File: config.mk
export PLATFORM = sky130hd
export DESIGN_NAME = pll_rate_sequencer
export DESIGN_NICKNAME = d
export VERILOG_FILES = /design/src/rtl/pll_rate_sequencer.sv
export SDC_FILE = /design/constraint.sdc
export NUM_CORES = 1
export LEC_CHECK = 0
export BUFFER_PORTS_ARGS = -buffer_cell sky130_fd_sc_hd__buf_2
export CAP_MARGIN = 40
export CORE_MARGIN = 3
export CORE_UTILIZATION = 60
export DETAILED_ROUTE_END_ITERATION = 8
export PLACE_DENSITY_LB_ADDON = 0.08
export SETUP_SLACK_MARGIN = 0.3
export SLEW_MARGIN = 10
export SYNTH_ARGS = -nofsm -noshare
export SYNTH_HDL_FRONTEND = slang
export SYNTH_SLANG_ARGS = --single-unit
File: constraint.sdc
create_clock -name clk_sys -period 5.1 [get_ports clk_sys]
set_input_delay 0.255 -clock clk_sys [delete_from_list [all_inputs] [get_ports clk_sys]]
set_output_delay 0.255 -clock clk_sys [all_outputs]
set_load 0.1 [all_outputs]
File: src/rtl/pll_rate_sequencer.sv
// pll_rate_sequencer
// Debounces the CPU speed select and the auxiliary divider select. On any
// accepted change, or when the CPU leaves reset, it walks the PLL reconfig
// port through mode / main counter / aux counter / start writes. It then
// waits for lock and publishes the new clock rate in Hz.
//
// Ports:
//   clk_sys, reset_sys       clock, synchronous active-high reset
//   speed_sel, aux_sel       raw (asynchronous) table indices
//   cpu_reset                CPU reset; a falling edge forces reprogramming
//   pll_locked               PLL lock status, only looked at in WAIT_LOCK
//   cfg_waitrequest          reconfig port stall
//   cfg_write/address/data   reconfig port write channel
//   cur_rate                 Hz of the applied speed entry
//   busy                     sequence in progress
//   lock_err                 sticky: last sequence timed out waiting for lock

// Per-select debounce: a value must be sampled STABLE times in a row and be
// a valid table index before it becomes the filtered value.
module pll_rate_sel_filter #(
    parameter int W      = 3,
    parameter int N      = 5,
    parameter int STABLE = 2
) (
    input  logic         clk_sys,
    input  logic         reset_sys,
    input  logic [W-1:0] sel,
    output logic [W-1:0] filt
);
    localparam int CW = $clog2(STABLE + 1);

    logic [W-1:0]  cand;
    logic [CW-1:0] cnt, cnt_nxt;

    always_comb begin
        cnt_nxt = CW'(1);
        if (sel == cand)
            cnt_nxt = (cnt == CW'(STABLE)) ? cnt : cnt + CW'(1);
    end

    always_ff @(posedge clk_sys) begin
        if (reset_sys) begin
            cand <= '0;
            cnt  <= '0;
            filt <= '0;
        end else begin
            cand <= sel;
            cnt  <= cnt_nxt;
            if (cnt_nxt == CW'(STABLE) && int'(sel) < N)
                filt <= sel;
        end
    end
endmodule

module pll_rate_sequencer #(
    parameter int NUM_SPEEDS    = 5,
    parameter int NUM_AUX       = 3,
    parameter int STABLE_CYCLES = 2,
    parameter int LOCK_CYCLES   = 16,
    parameter int LOCK_TIMEOUT  = 65535,
    parameter logic [NUM_SPEEDS*18-1:0] SPEED_DIV =
        {18'h0505, 18'h20504, 18'h1E1E, 18'h0F0F, 18'h0808},
    parameter logic [NUM_AUX*32-1:0] AUX_DIV =
        {32'h40909, 32'h4F4F4, 32'h49696},
    parameter logic [NUM_SPEEDS*28-1:0] CLK_RATE =
        {28'd90000000, 28'd100000000, 28'd15000000, 28'd30000000, 28'd56250000},
    localparam int SW = (NUM_SPEEDS > 1) ? $clog2(NUM_SPEEDS) : 1,
    localparam int AW = (NUM_AUX > 1) ? $clog2(NUM_AUX) : 1
) (
    input  logic          clk_sys,
    input  logic          reset_sys,
    input  logic [SW-1:0] speed_sel,
    input  logic [AW-1:0] aux_sel,
    input  logic          cpu_reset,
    input  logic          pll_locked,
    input  logic          cfg_waitrequest,
    output logic          cfg_write,
    output logic [5:0]    cfg_address,
    output logic [31:0]   cfg_data,
    output logic [27:0]   cur_rate,
    output logic          busy,
    output logic          lock_err
);
    localparam logic [2:0] IDLE      = 3'd0;
    localparam logic [2:0] WR_MODE   = 3'd1;
    localparam logic [2:0] WR_C0     = 3'd2;
    localparam logic [2:0] WR_C1     = 3'd3;
    localparam logic [2:0] WR_START  = 3'd4;
    localparam logic [2:0] WAIT_LOCK = 3'd5;

    localparam int LCW = $clog2(LOCK_CYCLES + 1);
    localparam int TW  = $clog2(LOCK_TIMEOUT + 1);

    // Table entry 0 sits in the MSBs of each packed parameter.
    function automatic logic [31:0] spd_word(input logic [SW-1:0] i);
        return {14'd0, SPEED_DIV[(NUM_SPEEDS-1-int'(i))*18 +: 18]};
    endfunction
    function automatic logic [31:0] aux_word(input logic [AW-1:0] i);
        return AUX_DIV[(NUM_AUX-1-int'(i))*32 +: 32];
    endfunction
    function automatic logic [27:0] rate_word(input logic [SW-1:0] i);
        return CLK_RATE[(NUM_SPEEDS-1-int'(i))*28 +: 28];
    endfunction

    logic [2:0]     state;
    logic [SW-1:0]  filt_spd, tgt_spd;
    logic [AW-1:0]  filt_aux, tgt_aux;
    logic           cpu_q, cpu_qq, pending, trigger;
    logic [LCW-1:0] lock_cnt;
    logic [TW-1:0]  elapsed;

    pll_rate_sel_filter #(.W(SW), .N(NUM_SPEEDS), .STABLE(STABLE_CYCLES)) u_spd_filt (
        .clk_sys(clk_sys), .reset_sys(reset_sys), .sel(speed_sel), .filt(filt_spd));
    pll_rate_sel_filter #(.W(AW), .N(NUM_AUX), .STABLE(STABLE_CYCLES)) u_aux_filt (
        .clk_sys(clk_sys), .reset_sys(reset_sys), .sel(aux_sel), .filt(filt_aux));

    // Targets equal the applied indices whenever IDLE, so comparing against
    // them detects new requests both idle and while a sequence is running.
    assign trigger = (filt_spd != tgt_spd) || (filt_aux != tgt_aux) || (cpu_qq && !cpu_q);
    assign busy    = (state != IDLE);

    always_ff @(posedge clk_sys) begin
        if (reset_sys) begin
            state       <= IDLE;
            cfg_write   <= 1'b0;
            cfg_address <= '0;
            cfg_data    <= '0;
            cur_rate    <= rate_word('0);
            lock_err    <= 1'b0;
            pending     <= 1'b0;
            tgt_spd     <= '0;
            tgt_aux     <= '0;
            cpu_q       <= 1'b0;
            cpu_qq      <= 1'b0;
            lock_cnt    <= '0;
            elapsed     <= '0;
        end else begin
            cpu_q  <= cpu_reset;
            cpu_qq <= cpu_q;
            if (state != IDLE && trigger)
                pending <= 1'b1;

            case (state)
                IDLE: begin
                    if (pending || trigger) begin
                        pending     <= 1'b0;
                        tgt_spd     <= filt_spd;
                        tgt_aux     <= filt_aux;
                        state       <= WR_MODE;
                        cfg_write   <= 1'b1;
                        cfg_address <= 6'd0;
                        cfg_data    <= '0;
                    end
                end
                WR_MODE, WR_C0, WR_C1, WR_START: begin
                    if (cfg_write) begin
                        if (!cfg_waitrequest)
                            cfg_write <= 1'b0;
                    end else begin
                        // Gap cycle after an accepted write: issue the next one.
                        case (state)
                            WR_MODE: begin
                                state       <= WR_C0;
                                cfg_write   <= 1'b1;
                                cfg_address <= 6'd5;
                                cfg_data    <= spd_word(tgt_spd);
                            end
                            WR_C0: begin
                                state       <= WR_C1;
                                cfg_write   <= 1'b1;
                                cfg_address <= 6'd5;
                                cfg_data    <= aux_word(tgt_aux);
                            end
                            WR_C1: begin
                                state       <= WR_START;
                                cfg_write   <= 1'b1;
                                cfg_address <= 6'd2;
                                cfg_data    <= '0;
                            end
                            default: begin
                                state       <= WAIT_LOCK;
                                cfg_address <= 6'd0;
                                lock_cnt    <= '0;
                                elapsed     <= '0;
                            end
                        endcase
                    end
                end
                WAIT_LOCK: begin
                    elapsed  <= elapsed + TW'(1);
                    lock_cnt <= pll_locked ? lock_cnt + LCW'(1) : '0;
                    // A timed-out sequence still applies the new rate; the
                    // sticky flag tells software the PLL never confirmed it.
                    if (pll_locked && lock_cnt == LCW'(LOCK_CYCLES - 1)) begin
                        state    <= IDLE;
                        cur_rate <= rate_word(tgt_spd);
                        lock_err <= 1'b0;
                    end else if (elapsed == TW'(LOCK_TIMEOUT - 1)) begin
                        state    <= IDLE;
                        cur_rate <= rate_word(tgt_spd);
                        lock_err <= 1'b1;
                    end
                end
                default: state <= IDLE;
            endcase
        end
    end
endmodule

==> results of run 1 <==
## worst max path at each step
stage                           endpoint  cells after the start  slack, ns
2_1_floorplan  cur_rate[12]$_SDFFE_PP0P_                     18       0.45
3_3_place_gp   cur_rate[13]$_SDFFE_PP0P_                     15       0.74
3_5_place_dp   cur_rate[12]$_SDFFE_PP0P_                     15       0.80
4_1_cts        cur_rate[12]$_SDFFE_PP0P_                     15       0.78
5_1_grt        cur_rate[13]$_SDFFE_PP0P_                     15       0.42
6_report       cur_rate[12]$_SDFFE_PP0P_                     13       0.67
## registers in the layout (all words and copies together), names as in the netlist
| signal | count |
|---|---|
| cur_rate | 28 |
| cfg_data | 19 |
| elapsed | 16 |
| lock_cnt | 5 |
| state | 3 |
| tgt_spd | 3 |
| u_spd_filt.cand | 3 |
| u_spd_filt.filt | 3 |
| cfg_address | 2 |
| tgt_aux | 2 |
| u_aux_filt.cand | 2 |
| u_aux_filt.cnt | 2 |
| u_aux_filt.filt | 2 |
| u_spd_filt.cnt | 2 |
| cfg_write | 1 |
| cpu_q | 1 |
| cpu_qq | 1 |
| lock_err | 1 |
| pending | 1 |
## routing by layer
| layer | track usage | wire length [um] | vias to the layer above |
|---|---|---|---|
| li1 | - | - | 3541 |
| met1 | 0.451 | 9470 | 3537 |
| met2 | 0.557 | 10600 | 472 |
| met3 | 0.0595 | 1910 | 93 |
| met4 | 0.154 | 1010 | 0 |
| met5 | 0 | 0 | - |
## logic make-up (layout without fill, tap and decap cells)
family,Yosys count,after routing,synth area share
AOI/OAI and AO/OA,308,308,0.287
and+or+nand+nor,362,362,0.231
DFF,97,97,0.272
xor gates and xnor gates,40,40,0.0542
muxes,16,16,0.0233
adders and majority gates,32,32,0.0572
other,1,16,0.000526
buffers and inverters,118,128,0.0745
## synth_stat cells (6+ instances only)
cell type	count	area, sq um
o21ai_0	60	300
a31oi_1	18	113
nand2_1	91	342
and2_1	7	43.8
or3_1	8	50.1
dfxtp_1	97	1940
o22ai_1	13	81.3
a211o_1	6	52.6
mux2i_1	14	140
xor2_1	15	131
nor3_1	33	165
clkbuf_1	54	203
nand2b_1	8	50.1
ha_1	31	388
xnor2_1	21	184
a21oi_1	79	395
o31ai_1	9	67.6
a21o_1	8	60.1
buf_1	12	45.0
o211ai_1	16	120
a22oi_1	15	113
nor4_1	6	37.5
nor2b_1	13	81.3
nor2_1	135	507
a221oi_1	7	61.3
nand3_1	24	120
buf_2	6	30.0
nor3b_1	7	52.6
and3_1	11	68.8
nand4_1	12	75.1
a211oi_1	14	105
buf_4	19	143
inv_1	23	86.3
## power groups by stage
| stage | logic [mW] | registers, mW | clock network (mW) |
|---|---|---|---|
| 2_1_floorplan | 0.574 | 1.07 | 0 |
| 3_3_place_gp | 0.939 | 0.878 | 0 |
| 3_5_place_dp | 0.936 | 0.878 | 0 |
| 4_1_cts | 0.942 | 0.862 | 0.693 |
| 5_1_grt | 1.02 | 0.871 | 0.723 |
| 6_report | 0.954 | 0.865 | 0.686 |
## final cells by class
type / instances / area [sq um]
sequential: 97 / 1940
tap: 143 / 179
clock inverter: 5 / 63.8
inverter: 26 / 100
clock buffer: 10 / 239
multi-input combinational: 774 / 4730
fill: 1039 / 3770
timing repair buffer: 87 / 498
==> flow_metrics.env, run 1 <==
export IMPL_grt_pass1_vias=6946
export IMPL_worst_setup_path_type="flip-flop to flip-flop"
export IMPL_area_growth_pct=8.65
export IMPL_worst_slack_ns=0.670
export IMPL_coreArea_sq_mm=0.0115
export IMPL_max_slew_margin=0.395
export IMPL_grt_use_total=0.345
export IMPL_critPathRequiredTime_ns=5.36
export IMPL_drc_errors=0
export IMPL_async_flop_share=0
export IMPL_dp_slack_ns=0.804
export IMPL_synth_distinct_cells=75
export IMPL_initial_core_util=0.619
export IMPL_final_util=0.673
export IMPL_whs_path_depth=2
export IMPL_die_h_um=115
export IMPL_rr_endpoint="cur_rate[12]$_SDFFE_PP0P_"
export IMPL_seq_area_frac_synth=0.272
export IMPL_final_max_slew_violation_count=0
export IMPL_fmax_mhz=226
export IMPL_fin_skew_ns=0.00717
export IMPL_p_seq_frac=0.345
export IMPL_rsz0062_at_grt="false"
export IMPL_fp_row_count=39
export IMPL_critical_path_arrival_ns=4.69
export IMPL_cts_resized_gates=0
export IMPL_timing_critical_path_cells="inv_1 > ha_1 > xnor2_1 > inv_1 > ha_1 > ha_1 > nor2b_1 > nand2_1 > a21oi_1 > nor2_1 > a2111oi_0 > a21oi_1 > nor3_1"
export IMPL_antenna_found_initial=0
export IMPL_n_antenna_cell=0
export IMPL_die_w_um=115
export IMPL_reg2reg_from="tgt_spd[1]$_SDFFE_PP0P_"
export IMPL_total_power_mw=2.50
export IMPL_place_area_sq_mm=0.00745
export IMPL_final_antenna_net_count=0
export IMPL_num_nets_final=1037
export IMPL_grt_first_pass_wirelength_mm=36.7
export IMPL_start_kind="flip-flop"
export IMPL_cts_tree="yes"
export IMPL_rr_worst_depth=13
export IMPL_pwr_share_comb=0.381
export IMPL_finalHoldViolCount=0
export IMPL_status="completed"
export IMPL_path_clk_slew_ns=0.07
export IMPL_hpwl_mm=16.1
export IMPL_critPathBufInv=2
export IMPL_layout_commonest_cell="nor2_1"
export IMPL_io_pins=79
export IMPL_place_inst=1127
export IMPL_dieArea_sq_mm=0.0132
export IMPL_cap_violations=0
export IMPL_grt_overflow=0
export IMPL_hold_end="cpu_q$_SDFF_PP0_"
export IMPL_viasPerCell=6.69
export IMPL_worst_path_max_delay_cell="nor2b_1"
export IMPL_fin_hold_ws_ns=0.175
export IMPL_routed_wl_mm=23.0
export IMPL_clock_sinks=97
export IMPL_ir_worst_vdd_uv=223
export IMPL_final_area_sq_mm=0.00775
export IMPL_syn_inst=974
export IMPL_setup_violations=0
export IMPL_pwr_share_clk=0.274
export IMPL_cpMostUsedCell="ha_1"
export IMPL_grt_max_degree=49
export IMPL_synthesis_area_per_instance_sq_um=7.32
export IMPL_cts_buffer_depth=2
export IMPL_postCtsSetupRepairBufs=0
export IMPL_final_cell_mix="nor2_1, dfxtp_1, nand2_1, a21oi_1, buf_2"
export IMPL_root_buffer="clkbuf_16"
export IMPL_finalCriticalPeriod_ns=4.43
export IMPL_synth_edff_count=0
export IMPL_postCtsHoldBufs=0
export IMPL_drt_iter0_drc=1108
export IMPL_fin_crit_sh=0.869
export IMPL_internal_power_mw=1.43
export IMPL_p_per_area_mw_per_mm2=323
export IMPL_yosys_warnings=0
export IMPL_final_cells=1142
export IMPL_htree_levels=3
export IMPL_tightestPinTransition_ns=0.906
export IMPL_tns_ns=0
export IMPL_startpoint="tgt_spd[1]$_SDFFE_PP0P_"
export IMPL_worstHoldStart="cpu_reset"
export IMPL_slowest_delay_ns=0.79
export IMPL_clk_insertion_delay_late_ns=0.34
export IMPL_drive_above_1_share=0.117
export IMPL_end_kind="flip-flop"
export IMPL_place_congestion=0.964
export IMPL_worst_r2r_setup_slack_ns=0.67
export IMPL_leakage_nw=3.10
export IMPL_vias=7643
export IMPL_min_path_type="input pin to flip-flop"
export IMPL_switching_share=0.430
export IMPL_drtPass1Iterations=6
export IMPL_p_sw_mw=1.08
export IMPL_crit_path_max_fanout=14
export IMPL_syn_area_sq_mm=0.00713
export IMPL_synth_flop_cell="dfxtp_1"
export IMPL_critPathTopFamily="simple AND/OR/NAND/NOR gates"
export IMPL_cts_buffers=9
export IMPL_io_buffer_count=62
export IMPL_ys_ff_latch=97
export IMPL_post_drt_wl_per_cell_um=20.2
(Power assumes the default switching activity.)
==> inputs of run 2 (changes only) <==
- CORE_ASPECT_RATIO: default -> 1.25
- CORE_UTILIZATION: 60 -> 45
==> run 2 against run 1 <==
  * Maximum frequency down 0.77%
  * Clock power up 2%
  * Combinational power down 0.7%
  * Flip-flop and latch count unchanged
  * Clock skew up 0.0013 ns
  * First-iteration DRC count down 6.2%
  * Sequential share of layout area down 0.24 points
  * Worst hold slack worse by 0.026 ns
  * Highest routed layer unchanged
==> flow_metrics.env, run 2 (synthesis gave the netlist of run 1 again) <==
export IMPL_worst_r2r_setup_slack_ns=0.64
export IMPL_hpwl_mm=16.1
export IMPL_n_antenna_cell=0
export IMPL_drc_errors=0
export IMPL_pwr_share_comb=0.377
export IMPL_worst_slack_ns=0.635
export IMPL_top_regs="cur_rate: 28 flops, cfg_data: 19 flops, elapsed: 16 flops"
export IMPL_clock_sinks=97
export IMPL_cts_resized_gates=0
export IMPL_multi_input_area_sq_mm=0.00473
export IMPL_grt_pass1_vias=6600
export IMPL_io_pins=79
export IMPL_die_w_um=119
export IMPL_drt_iter0_drc=1039
export IMPL_largest_register_ffs=28
export IMPL_root_buffer="clkbuf_16"
export IMPL_path_clk_slew_ns=0.07
export IMPL_viasPerCell=6.11
export IMPL_cts_buffers=9
export IMPL_postCtsHoldBufs=0
export IMPL_crit_path_max_fanout=28
export IMPL_tightestPinTransition_ns=0.786
export IMPL_grt_use_total=0.252
export IMPL_nFillCells=1566
export IMPL_cap_violations=0
export IMPL_die_h_um=147
export IMPL_setup_violations=0
export IMPL_status="completed"
export IMPL_final_cell_mix="nor2_1, dfxtp_1, nand2_1, a21oi_1, buf_2"
export IMPL_fin_crit_sh=0.875
export IMPL_fin_skew_ns=0.00849
export IMPL_leakage_nw=3.10
export IMPL_internal_power_mw=1.43
export IMPL_layout_commonest_cell="nor2_1"
export IMPL_drive_above_1_share=0.116
export IMPL_critical_path_arrival_ns=4.73
export IMPL_rsz0062_at_grt="false"
export IMPL_critPathRequiredTime_ns=5.37
export IMPL_place_congestion=0.970
export IMPL_switching_share=0.431
export IMPL_grt_overflow=0
export IMPL_coreArea_sq_mm=0.0153
export IMPL_max_slew_margin=0.475
export IMPL_finalCriticalPeriod_ns=4.46
export IMPL_ir_worst_vdd_uv=182
export IMPL_clk_insertion_delay_late_ns=0.35
export IMPL_routed_wl_mm=22.6
export IMPL_tns_ns=0
export IMPL_dieArea_sq_mm=0.0174
export IMPL_initial_core_util=0.467
export IMPL_drtPass1Iterations=6
export IMPL_fp_row_count=50
export IMPL_regMostFlops="cur_rate"
export IMPL_final_max_slew_violation_count=0
export IMPL_cts_tree="yes"
export IMPL_worst_setup_path_type="flip-flop to flip-flop"
export IMPL_cts_buffer_depth=2
export IMPL_vias=7373
export IMPL_final_seq_area_sq_mm=0.00194
export IMPL_min_path_type="input pin to flip-flop"
export IMPL_final_util=0.513
export IMPL_num_nets_final=1035
export IMPL_final_area_sq_mm=0.00783
export IMPL_post_drt_wl_per_cell_um=18.8
export IMPL_grt_first_pass_wirelength_mm=36.1
export IMPL_finalHoldViolCount=0
export IMPL_end_kind="flip-flop"
export IMPL_htree_levels=3
export IMPL_io_buffer_count=62
export IMPL_p_sw_mw=1.08
export IMPL_postCtsSetupRepairBufs=0
export IMPL_grt_max_degree=49
export IMPL_place_area_sq_mm=0.00751
export IMPL_area_growth_pct=9.70
export IMPL_dp_slack_ns=0.889
export IMPL_antenna_found_initial=0
export IMPL_p_per_area_mw_per_mm2=321
export IMPL_fmax_mhz=224
export IMPL_p_seq_frac=0.343
export IMPL_start_kind="flip-flop"
export IMPL_pwr_share_clk=0.280
export IMPL_final_antenna_net_count=0
==> run 2: changes by cell type in the layout (fill, tap and decap cells not counted) <==
cell and delta:
inv_8 -1, inv_6 +3, buf_4 -2, clkinvlp_4 -2
clkinv_4 +1
==> run 2: final cells by class <==
type                    instances  share of cell area
clock buffers                  10              0.0305
clock inverters                 6             0.00927
inverters                      26              0.0128
multi-input cells             774               0.604
flip-flops and latches         97               0.248
well taps                     208              0.0333
repair buffers                 85              0.0617
==> run 2: metrics by stage <==
| step | std cells | hold WS, ns | power (mW) |
|---|---|---|---|
| after floorplan | 989 | 0.383 | 1.64 |
| after global placement | 1189 | 0.439 | 1.82 |
| after detailed placement | 1190 | 0.445 | 1.82 |
| after CTS | 1206 | 0.131 | 2.52 |
| after global routing | 1206 | 0.162 | 2.63 |
| final | 1206 | 0.149 | 2.51 |
==> run 2: worst max-delay path, stage by stage (launching register included) <==
cell       delay, ns
dfxtp_1         0.48
inv_1           0.13
ha_1            0.34
xnor2_1         0.15
buf_4           0.24
inv_1           0.08
ha_1            0.28
ha_1            0.49
buf_4           0.34
nor2b_1         0.53
nand2_1         0.23
a21oi_1         0.19
nor2_1          0.05
a2111oi_0       0.54
a21oi_1         0.16
nor3_1          0.17
==> run 2: final timing paths <==
path	start	to	depth (start not counted)
worst max-delay path	tgt_spd[1]$_SDFFE_PP0P_	cur_rate[12]$_SDFFE_PP0P_	15
worst min-delay path	cpu_reset	cpu_q$_SDFF_PP0_	2
worst max register to register	tgt_spd[1]$_SDFFE_PP0P_	cur_rate[12]$_SDFFE_PP0P_	15
worst min register to register	cur_rate[0]$_SDFFE_PP0P_	cur_rate[0]$_SDFFE_PP0P_	2
==> run 2: metal layers <==
layer	track usage	routed length, um	vias up
li1	-	-	3536
met1	0.352	9820	3387
met2	0.400	10600	390
met3	0.0320	1510	60
met4	0.0910	725	0
met5	0	0	-
==> run 2: power by group through the flow <==
stage          Sequential, mW  Clock, mW  Combinational [mW]
5_1_grt                 0.871      0.748                1.01
6_report                0.863      0.703               0.947
2_1_floorplan            1.07          0               0.574
3_5_place_dp            0.879          0               0.938
4_1_cts                 0.861      0.720               0.940
3_3_place_gp            0.878          0               0.941
